File: src/rtl/seg7_pkg.sv
// Shared constants and types for the multiplexed 7-segment time display.
// Segment patterns are active-low, ordered {g,f,e,d,c,b,a}.
package seg7_pkg;

   localparam int unsigned DIGITS = 4;
   localparam int unsigned BUS_W  = 22;

   typedef logic [1:0] scan_idx_t;

   localparam logic [6:0] SEG_BLANK = 7'b1111111;
   localparam logic [6:0] SEG_DASH  = 7'b0111111;

   localparam logic [6:0] SEG_0 = 7'b1000000;
   localparam logic [6:0] SEG_1 = 7'b1111001;
   localparam logic [6:0] SEG_2 = 7'b0100100;
   localparam logic [6:0] SEG_3 = 7'b0110000;
   localparam logic [6:0] SEG_4 = 7'b0011001;
   localparam logic [6:0] SEG_5 = 7'b0010010;
   localparam logic [6:0] SEG_6 = 7'b0000010;
   localparam logic [6:0] SEG_7 = 7'b1111000;
   localparam logic [6:0] SEG_8 = 7'b0000000;
   localparam logic [6:0] SEG_9 = 7'b0010000;

endpackage

File: src/rtl/seg7_time_display_bcd.sv
// Combinational BCD to active-low 7-segment decoder; non-decimal codes show a dash.
module bcd_to_seg7
   import seg7_pkg::*;
(
   input  logic [3:0] bcd,
   output logic [6:0] seg
);

   always_comb begin
      seg = SEG_DASH;
      case (bcd)
         4'd0:    seg = SEG_0;
         4'd1:    seg = SEG_1;
         4'd2:    seg = SEG_2;
         4'd3:    seg = SEG_3;
         4'd4:    seg = SEG_4;
         4'd5:    seg = SEG_5;
         4'd6:    seg = SEG_6;
         4'd7:    seg = SEG_7;
         4'd8:    seg = SEG_8;
         4'd9:    seg = SEG_9;
         default: seg = SEG_DASH;
      endcase
   end

endmodule

File: src/rtl/seg7_time_display.sv
// Multiplexed 4-digit common-anode driver for HH:MM with blinking colon and set-mode blink.
// Define LEADING_ZERO_BLANK_EN to suppress a zero hour-tens digit.
module seg7_time_display
   import seg7_pkg::*;
#(
   parameter int unsigned REFRESH_DIV  = 100000,
   parameter int unsigned BLANK_CYCLES = 16,
   parameter int unsigned BLINK_DIV    = 25000000
) (
   input  logic              clk_100MHz,
   input  logic              reset,
   input  logic [3:0]        hr_10s,
   input  logic [3:0]        hr_1s,
   input  logic [3:0]        min_10s,
   input  logic [3:0]        min_1s,
   input  logic [5:0]        sec,
   input  logic              blink_en,
   output logic [DIGITS-1:0] an,
   output logic [6:0]        seg,
   output logic              dp
);

   localparam int unsigned SlotW  = (REFRESH_DIV > 1) ? $clog2(REFRESH_DIV) : 1;
   localparam int unsigned BlinkW = (BLINK_DIV > 1) ? $clog2(BLINK_DIV) : 1;

   localparam logic [SlotW-1:0]  SlotLast  = SlotW'(REFRESH_DIV - 1);
   localparam logic [SlotW-1:0]  BlankEnd  = SlotW'(BLANK_CYCLES);
   localparam logic [BlinkW-1:0] BlinkLast = BlinkW'(BLINK_DIV - 1);

   logic [BUS_W-1:0]  bus_in, sync_s1, sync_s2, disp_q, disp_d;
   logic [SlotW-1:0]  slot_cnt_q, slot_cnt_d;
   scan_idx_t         idx_q, idx_d;
   logic [BlinkW-1:0] blink_cnt_q, blink_cnt_d;
   logic              blink_phase_q, blink_phase_d;
   logic [DIGITS-1:0] an_d;
   logic              dp_d;
   logic              slot_last, frame_wrap, stable, blanked, visible;
   logic [3:0]        digit;
   logic [6:0]        digit_seg;

   assign bus_in     = {hr_10s, hr_1s, min_10s, min_1s, sec};
   assign slot_last  = (slot_cnt_q == SlotLast);
   assign frame_wrap = slot_last && (idx_q == 2'd3);
   assign stable     = (sync_s1 == sync_s2);
   assign blanked    = (slot_cnt_q < BlankEnd);
   // Gated by the live blink_en so dropping set mode is visible on the very next output.
   assign visible    = !(blink_en && blink_phase_q);

   always_comb begin
      slot_cnt_d    = slot_last ? '0 : slot_cnt_q + 1'b1;
      idx_d         = slot_last ? idx_q + 2'd1 : idx_q;
      disp_d        = (frame_wrap && stable) ? sync_s2 : disp_q;
      blink_cnt_d   = '0;
      blink_phase_d = 1'b0;
      if (blink_en) begin
         if (blink_cnt_q == BlinkLast) begin
            blink_cnt_d   = '0;
            blink_phase_d = ~blink_phase_q;
         end else begin
            blink_cnt_d   = blink_cnt_q + 1'b1;
            blink_phase_d = blink_phase_q;
         end
      end
   end

   always_comb begin
      digit = disp_q[9:6];
      unique case (idx_q)
         2'd0: digit = disp_q[9:6];
         2'd1: digit = disp_q[13:10];
         2'd2: digit = disp_q[17:14];
         2'd3: digit = disp_q[21:18];
         default: digit = disp_q[9:6];
      endcase
   end

   bcd_to_seg7 u_dec (
      .bcd (digit),
      .seg (digit_seg)
   );

   always_comb begin
      an_d = '1;
      if (!blanked && visible) begin
         an_d[idx_q] = 1'b0;
      end
`ifdef LEADING_ZERO_BLANK_EN
      if ((idx_q == 2'd3) && (disp_q[21:18] == 4'd0)) begin
         an_d = '1;
      end
`endif
      // Colon lit on even seconds of the latched frame.
      dp_d = !((idx_q == 2'd2) && !blanked && visible && !disp_q[0]);
   end

   always_ff @(posedge clk_100MHz or posedge reset) begin
      if (reset) begin
         sync_s1       <= '0;
         sync_s2       <= '0;
         disp_q        <= '0;
         slot_cnt_q    <= '0;
         idx_q         <= '0;
         blink_cnt_q   <= '0;
         blink_phase_q <= 1'b0;
         an            <= '1;
         seg           <= SEG_BLANK;
         dp            <= 1'b1;
      end else begin
         sync_s1       <= bus_in;
         sync_s2       <= sync_s1;
         disp_q        <= disp_d;
         slot_cnt_q    <= slot_cnt_d;
         idx_q         <= idx_d;
         blink_cnt_q   <= blink_cnt_d;
         blink_phase_q <= blink_phase_d;
         an            <= an_d;
         seg           <= digit_seg;
         dp            <= dp_d;
      end
   end

endmodule
File: config.mk
export PLATFORM = sky130hd
export DESIGN_NAME = seg7_time_display
export DESIGN_NICKNAME = d
export VERILOG_FILES = /design/src/rtl/seg7_pkg.sv /design/src/rtl/seg7_time_display_bcd.sv /design/src/rtl/seg7_time_display.sv
export SDC_FILE = /design/constraint.sdc
export NUM_CORES = 1
export LEC_CHECK = 0
export BUFFER_PORTS_ARGS = -buffer_cell sky130_fd_sc_hd__buf_4
export CAP_MARGIN = 20
export CORE_MARGIN = 3
export CORE_UTILIZATION = 30
export DETAILED_ROUTE_END_ITERATION = 16
export SLEW_MARGIN = 5
export SYNTH_ARGS = -nofsm -noshare
export SYNTH_HDL_FRONTEND = slang
export SYNTH_SLANG_ARGS = --single-unit
File: constraint.sdc
create_clock -name clk_100MHz -period 3.69 [get_ports clk_100MHz]
set_input_delay 0 -clock clk_100MHz [delete_from_list [all_inputs] [get_ports clk_100MHz]]
set_output_delay 0 -clock clk_100MHz [all_outputs]
set_load 0.01 [all_outputs]
* After elaboration in Yosys (flattened, before gate mapping)
Memories as Yosys holds them, arrays and structs flattened. A register that Yosys moved wholly into a read port is not among the register bits.
Cells that the tools add are included.
** Storage, ports and cells
- Bits of input ports :: 25
- Memory bits (read-only) :: 112
- Word-level logic and storage cells :: 47
- Memories kept :: 1
- Output and inout port bits :: 12
- Flip-flop bits (word level) :: 116
** Operators by class
- Add/sub/neg operators :: 3
- Muxes and demuxes :: 9
- $lt $le $gt $ge :: 3
- Reductions and logical operators :: 13
- Bitwise logic cells :: 2
- Equal/unequal tests :: 7
** Memories
- (no name shown) :: words 16, bits a word 7, rd ports 1, clocked after Yosys merged registers in 1, write ports 0, RTL line seg7_time_display_bcd.sv:11 : case (bcd)
** Operators by type and width (number)
- 2-to-1 mux 25 bit :: 2
- adder 25 x 1 -> 25 bit, second input constant :: 1
- equality test 25 bit, second input constant :: 1
- equality test 22 bit :: 1
- adder 17 x 1 -> 17 bit, second input constant :: 1
- equality test 17 bit, second input constant :: 1
- less-than comparator 17 x 5 -> 1 bit, second input constant :: 1
- 2-to-1 mux 17 bit :: 1
- one-hot mux 4 bit (4 select lines) :: 1
- logical AND 1 bit :: 8
- equality test 2 bit, second input constant :: 2
- zero test 1 bit :: 4
- 2-to-1 mux 4 bit :: 1
- inverter 4 bit :: 1
- less-than comparator 2 x 3 -> 1 bit, second input constant :: 1
- 2-to-1 mux 1 bit :: 3
- adder 2 x 1 -> 2 bit, second input constant :: 1
- demux 1 bit (select 2 bit) :: 1
- equality test 2 x 1 -> 1 bit, second input constant :: 1
- greater-or-equal comparator 2 x 1 -> 1 bit, second input constant :: 1
- zero test 2 bit :: 1
- inequality test 2 x 1 -> 1 bit, second input constant :: 1
- inverter 1 bit :: 1

* Depth between registers and ports, before layout
- Depth in word-level cells :: 6
- Mapped depth :: 8
- Gate-level depth less buffers :: 8

* Modules after synthesis
From an unflattened synthesis, not the netlist that was laid out.
** Second synthesis, totals
- Cell total of the unflattened synthesis :: 389
- Area, all modules :: 4889.7 µm²
** Modules (own cells, without submodules)
- seg7_time_display :: times used 1, sequential area each 2967.8 µm², cells each 358, area each 4665.7 µm²
- bcd_to_seg7 :: times used 1, sequential area each 0.0 µm², cells each 31, area each 224.0 µm²

* Worst setup path before layout
No wires, ideal clock.
- Path kind :: register to register
- Start point :: register idx_q[0]
- End point :: register seg[3]
- Path buffers :: 1
- Arrival time :: 1.866 ns
- Stages on the path, launching flop included :: 8
- Setup time :: 0.085 ns
- Required time :: 3.605 ns
- Period minus slack after synthesis :: 1.951 ns
- Setup slack :: 1.739 ns
- Path through :: dfrtp_1 inv_1 ha_1 clkbuf_1 mux2i_1 inv_1 ha_1 o221ai_1
** On the way
- Longest elaborated chain between the ends :: 2
- Elaborated cells on any way between the ends :: 5
- Classes of those cells :: eq/ne: 3; mux: 1; reduce/logical: 1
** RTL lines
- start, declared :: RTL line seg7_time_display.sv:32 : scan_idx_t idx_q, idx_d;
- start signal, assigned :: RTL line seg7_time_display.sv:113 : idx_q <= idx_d;
- equality test 2 bit, or another cell as far along :: RTL line seg7_time_display.sv:68 : unique case (idx_q)
- one-hot mux 4 bit (4 select lines) * :: RTL line seg7_time_display.sv:68
- end, declared :: RTL line seg7_time_display.sv:19 : output logic [6:0] seg,
Mark *: on every way between the ends. The rest lies on a longest branch, timed or not.
A chain may end at the register's enable or synchronous reset.

* Worst setup path in the final report
- Start point :: register blink_cnt_q[0]
- End point :: register blink_cnt_q[3]
** On the way
- Longest elaborated chain between the ends :: 3
- Elaborated cells on any way between the ends :: 4
- Classes of those cells :: add/sub: 1; eq/ne: 1; mux: 2
** RTL lines
- start, declared :: RTL line seg7_time_display.sv:33 : logic [BlinkW-1:0] blink_cnt_q, blink_cnt_d;
- start signal, assigned :: RTL line seg7_time_display.sv:114 : blink_cnt_q <= blink_cnt_d;
- adder 25 x 1 -> 25 bit / equality test 25 bit (equally long branches) :: RTL line seg7_time_display.sv:60, seg7_time_display.sv:56
- 2-to-1 mux 25 bit * :: RTL line seg7_time_display.sv:56 : if (blink_cnt_q == BlinkLast) begin
- 2-to-1 mux 25 bit * :: RTL line seg7_time_display.sv:55 : if (blink_en) begin
- net blink_cnt_d[3] :: RTL line seg7_time_display.sv:33
Mark *: on every way through the listed nets, which the timed path passes. The rest lies on a longest branch.

==> impl_metrics.xml <==
<?xml version="1.0" encoding="UTF-8"?>
<metrics>
  <group name="global_routing">
    <metric name="grt_use_met3" unit="%">3.63</metric>
    <metric name="grt_start_max_net_pins" unit="">53</metric>
    <metric name="gr-max-usage-layer" unit="">met2</metric>
    <metric name="met2_usage" unit="%">16.0</metric>
    <metric name="first_global_vias" unit="">3046</metric>
    <metric name="total_grt_overflow" unit="">0</metric>
    <metric name="wire_length_of_the_first_global_routing_pass" unit="um">15100</metric>
    <metric name="grt_util_all_layers" unit="%">10.9</metric>
    <metric name="gr-usage-met1" unit="%">14.1</metric>
    <metric name="grt_antenna_before_repair" unit="">0</metric>
  </group>
  <group name="sta">
    <metric name="clock_skew" unit="ns">0.00860</metric>
    <metric name="final_worst_hold_slack" unit="ns">0.238</metric>
    <metric name="final.setup.tns" unit="ns">0</metric>
    <metric name="min_period_over_period" unit="%">65.1</metric>
    <metric name="setup-violations-final" unit="">0</metric>
    <metric name="finalMaxSlewViolations" unit="">0</metric>
    <metric name="max-slew-margin-rel" unit="%">37.8</metric>
    <metric name="fmaxAchievable" unit="MHz">417</metric>
    <metric name="period_minus_slack" unit="ns">2.40</metric>
    <metric name="timing_hold_violations_final" unit="">0</metric>
    <metric name="grt_setup_unrepaired" unit="">no</metric>
    <metric name="timing_worst_slew_pin_value" unit="ns">0.933</metric>
  </group>
  <group name="final_layout">
    <metric name="layout-drive-gt1-share" unit="%">22.0</metric>
    <metric name="instances_no_fill" unit="">675</metric>
    <metric name="layout.cell_area.non_filler" unit="um^2">6060</metric>
    <metric name="fin_util" unit="%">39.3</metric>
    <metric name="antennaDiodeCount" unit="">0</metric>
    <metric name="num-fill-cells" unit="">1464</metric>
    <metric name="design.final.nets" unit="">488</metric>
    <metric name="synthToLayoutAreaGrowth" unit="%">26.6</metric>
  </group>
  <group name="floorplanning">
    <metric name="fp.dieArea" unit="um^2">17500</metric>
    <metric name="i_o_pin_count" unit="">37</metric>
    <metric name="chipWidth" unit="um">132</metric>
    <metric name="fp.dieH" unit="um">132</metric>
    <metric name="floorplan.initialDensity" unit="%">31.1</metric>
    <metric name="core_area" unit="um^2">15400</metric>
    <metric name="fp-row-count" unit="">45</metric>
  </group>
  <group name="routing">
    <metric name="dr.first_iter.drc_count" unit="">150</metric>
    <metric name="routed_via_density" unit="">4.40</metric>
    <metric name="vias" unit="">2971</metric>
    <metric name="route.antenna.remaining_nets" unit="">0</metric>
    <metric name="wl_per_cell" unit="um">12.8</metric>
    <metric name="drtPass1Iterations" unit="">5</metric>
    <metric name="drc" unit="">0</metric>
    <metric name="route.final.wire_length" unit="um">8660</metric>
  </group>
  <group name="placement">
    <metric name="portBuffers" unit="">36</metric>
    <metric name="dp_hpwl" unit="um">5760</metric>
    <metric name="dpl-instance-area" unit="um^2">5300</metric>
    <metric name="place.detailed.instances" unit="">621</metric>
    <metric name="place_congestion" unit="">0.790</metric>
  </group>
  <group name="logic_synthesis">
    <metric name="ys_async_sr_fraction" unit="%">100</metric>
    <metric name="most_used_dff_post_synth" unit="">dfrtp_1</metric>
    <metric name="yosysSeqAreaShare" unit="%">61.9</metric>
    <metric name="synthTopCellsByCount" unit="">dfrtp_1, nor2_1, xnor2_1, xor2_1, nand3_1</metric>
    <metric name="post_synth.cell_area_avg" unit="um^2">12.7</metric>
    <metric name="post_synth_inst_count" unit="">378</metric>
    <metric name="syn_area" unit="um^2">4790</metric>
    <metric name="synth_enable_flop_cells" unit="">0</metric>
    <metric name="synth_seq_cells" unit="">118</metric>
    <metric name="ys_top_cells_by_area" unit="">dfrtp_1, dfstp_2, xnor2_1, xor2_1, nor2_1</metric>
    <metric name="netlist-cell-type-count" unit="">38</metric>
    <metric name="synth.largest_area_cell" unit="">dfrtp_1</metric>
    <metric name="yosys_warnings" unit="">0</metric>
    <metric name="most_frequently_used_cell_type_in_the_post_synthesis_netlist" unit="">dfrtp_1</metric>
    <metric name="synthesized_net_count" unit="">413</metric>
    <metric name="synth_top_area_share" unit="%">55.4</metric>
  </group>
  <group name="cts">
    <metric name="clock_latency_reported_for_the_late_side_of_the_worst_skew_pair" unit="ns">0.40</metric>
    <metric name="clockRootBuffer" unit="">clkbuf_16</metric>
    <metric name="cts.htree.levels" unit="">4</metric>
    <metric name="cts-buffers-inserted" unit="">17</metric>
    <metric name="clk_pin_slew_worst_paths" unit="ns">0.05</metric>
    <metric name="cts_tree" unit="">yes</metric>
    <metric name="clockBufferDepth" unit="">2</metric>
    <metric name="setup_bufs_post_cts" unit="">0</metric>
    <metric name="clock-sinks" unit="">118</metric>
  </group>
  <group name="power_and_ir_drop">
    <metric name="combinationalPowerShare" unit="%">3.5</metric>
    <metric name="internal_power" unit="mW">2.28</metric>
    <metric name="power_density" unit="nW/um^2">477</metric>
    <metric name="netSwitchingPower" unit="mW">0.615</metric>
    <metric name="static-leakage-power" unit="nW">2.70</metric>
    <metric name="power.sequential.fraction" unit="%">46.5</metric>
    <metric name="p_sw_share" unit="%">21.3</metric>
    <metric name="clockPowerShare" unit="%">50.1</metric>
    <metric name="irDropWorstVdd" unit="mV">0.390</metric>
  </group>
  <group name="critical_path">
    <metric name="setup.worst_path.class" unit="">flop to flop</metric>
    <metric name="path_max_fanout" unit="">25</metric>
    <metric name="cpMostUsedCell" unit="">nor2_1</metric>
    <metric name="critPathSlowestCell" unit="">nand2b_1</metric>
    <metric name="critical_path.startpoint_type" unit="">flop</metric>
    <metric name="worst_r2r_startpoint" unit="">blink_cnt_q[0]$_DFF_PP0_</metric>
    <metric name="crit_chain" unit="">ha_1 -&gt; nand4_1 -&gt; nor2_1 -&gt; and4_1 -&gt; nand2b_1 -&gt; nor2_1</metric>
    <metric name="startpoint" unit="">blink_cnt_q[0]$_DFF_PP0_</metric>
    <metric name="worst_ep_arrival_time" unit="ns">2.64</metric>
    <metric name="critical_path.top_delay_family" unit="">simple AND/OR/NAND/NOR gates</metric>
    <metric name="worstPathBufferInverterCount" unit="">0</metric>
    <metric name="critical_path_required" unit="ns">3.93</metric>
    <metric name="worst_setup_path_end_kind" unit="">flop</metric>
    <metric name="critical_path.max_stage_delay" unit="ns">0.73</metric>
  </group>
  <group name="worst_hold_path">
    <metric name="timing.hold.worst.class" unit="">primary input to asynchronous set/reset pin</metric>
  </group>
  <group name="run">
    <metric name="cap_violations" unit="">0</metric>
  </group>
  <group name="outcome">
    <metric name="run_status" unit="">finished, final reports clean</metric>
  </group>
</metrics>
-- cell type report --
type,instances,area (um^2),share of cell area (%)
clock inverters,8,52.6,0.867
inverters,12,47.5,0.784
flip-flops and latches,118,2970,48.9
repair buffers,62,526,8.67
well taps,211,264,4.35
clock buffers,22,474,7.82
multi-input cells,242,1730,28.6
-- power groups by stage --
stage	clock, mW	combinational [mW]	sequential [mW]
CTS	1.49	0.103	1.34
floorplan	0	0.0517	1.36
finish	1.45	0.0998	1.34
global route	1.56	0.114	1.35
detailed placement	0	0.0825	1.37
global placement	0	0.0808	1.36
-- through the flow --
step	power, mW	setup WS [ns]
final	2.89	1.29
after global routing	3.02	1.07
after CTS	2.94	1.27
after detailed placement	1.45	1.31
after global placement	1.44	1.36
after floorplan	1.41	0.581
-- cell families (layout without fill, tap and decap cells) --
| family | after synthesis | count (layout) | synth area share [%] |
|---|---|---|---|
| AND/OR/NAND/NOR | 133 | 133 | 14.0 |
| AO/OA/AOI/OAI | 15 | 15 | 2.32 |
| XOR/XNOR | 62 | 62 | 11.3 |
| buffers and inverters | 18 | 104 | 1.91 |
| flip-flops | 118 | 118 | 61.9 |
| adder cells (fa/ha/maj) | 10 | 10 | 2.61 |
| multiplexers | 22 | 22 | 5.85 |
-- flip-flops by register name, summed over array words and instances (netlist names) --
register / count
dp: 1
blink_phase_q: 1
sync_s1: 22
an: 4
disp_q: 17
blink_cnt_q: 25
seg: 7
slot_cnt_q: 17
idx_q: 2
sync_s2: 22
-- path summary, 6_finish.rpt --
| check | to | slack [ns] | cells past startpoint |
|---|---|---|---|
| min in group clk_100MHz | sync_s1[13]$_DFF_PP0_ | 0.24 | 2 |
| hold reg to reg | sync_s2[16]$_DFF_PP0_ | 0.39 | 0 |
| hold / removal | blink_cnt_q[11]$_DFF_PP0_ | 0.24 | 3 |
| max in group asynchronous | sync_s1[2]$_DFF_PP0_ | 2.51 | 4 |
| setup / recovery | blink_cnt_q[3]$_DFF_PP0_ | 1.29 | 6 |
| setup reg to reg | blink_cnt_q[3]$_DFF_PP0_ | 1.29 | 6 |
-- cells in the final DEF, fill, tap and decap left out, types with 10 or more instances in the layout --
cell	n
dlygate4sd3_1	24
nand4_1	13
mux2_4	10
xor2_1	26
nand3_1	22
ha_1	10
inv_1	11
nor2_1	45
nand2_1	21
clkbuf_16	17
dfstp_2	12
xnor2_1	36
buf_4	38
dfrtp_1	106
-- per-layer routing --
metal | wire length [um] | up-vias | part of all wire [%]
li1 | - | 1441 | -
met1 | 4210 | 1456 | 49
met2 | 3950 | 61 | 46
met3 | 301 | 13 | 3.5
met4 | 190 | 0 | 2.2
met5 | 0 | - | 0
-- worst register-to-register path, cell delays in order (launching register included) --
cell and delay (ns):
dfrtp_1 0.38, ha_1 0.21, nand4_1 0.21, nor2_1 0.28, and4_1 0.26, nand2b_1 0.73, nor2_1 0.16
-- what timing repair did --
item / in CTS / in global routing
gates resized for setup: 0 / 0
hold endpoints to repair: 65 / 0
hold buffers: 24 / 0
(Power assumes the default switching activity.)
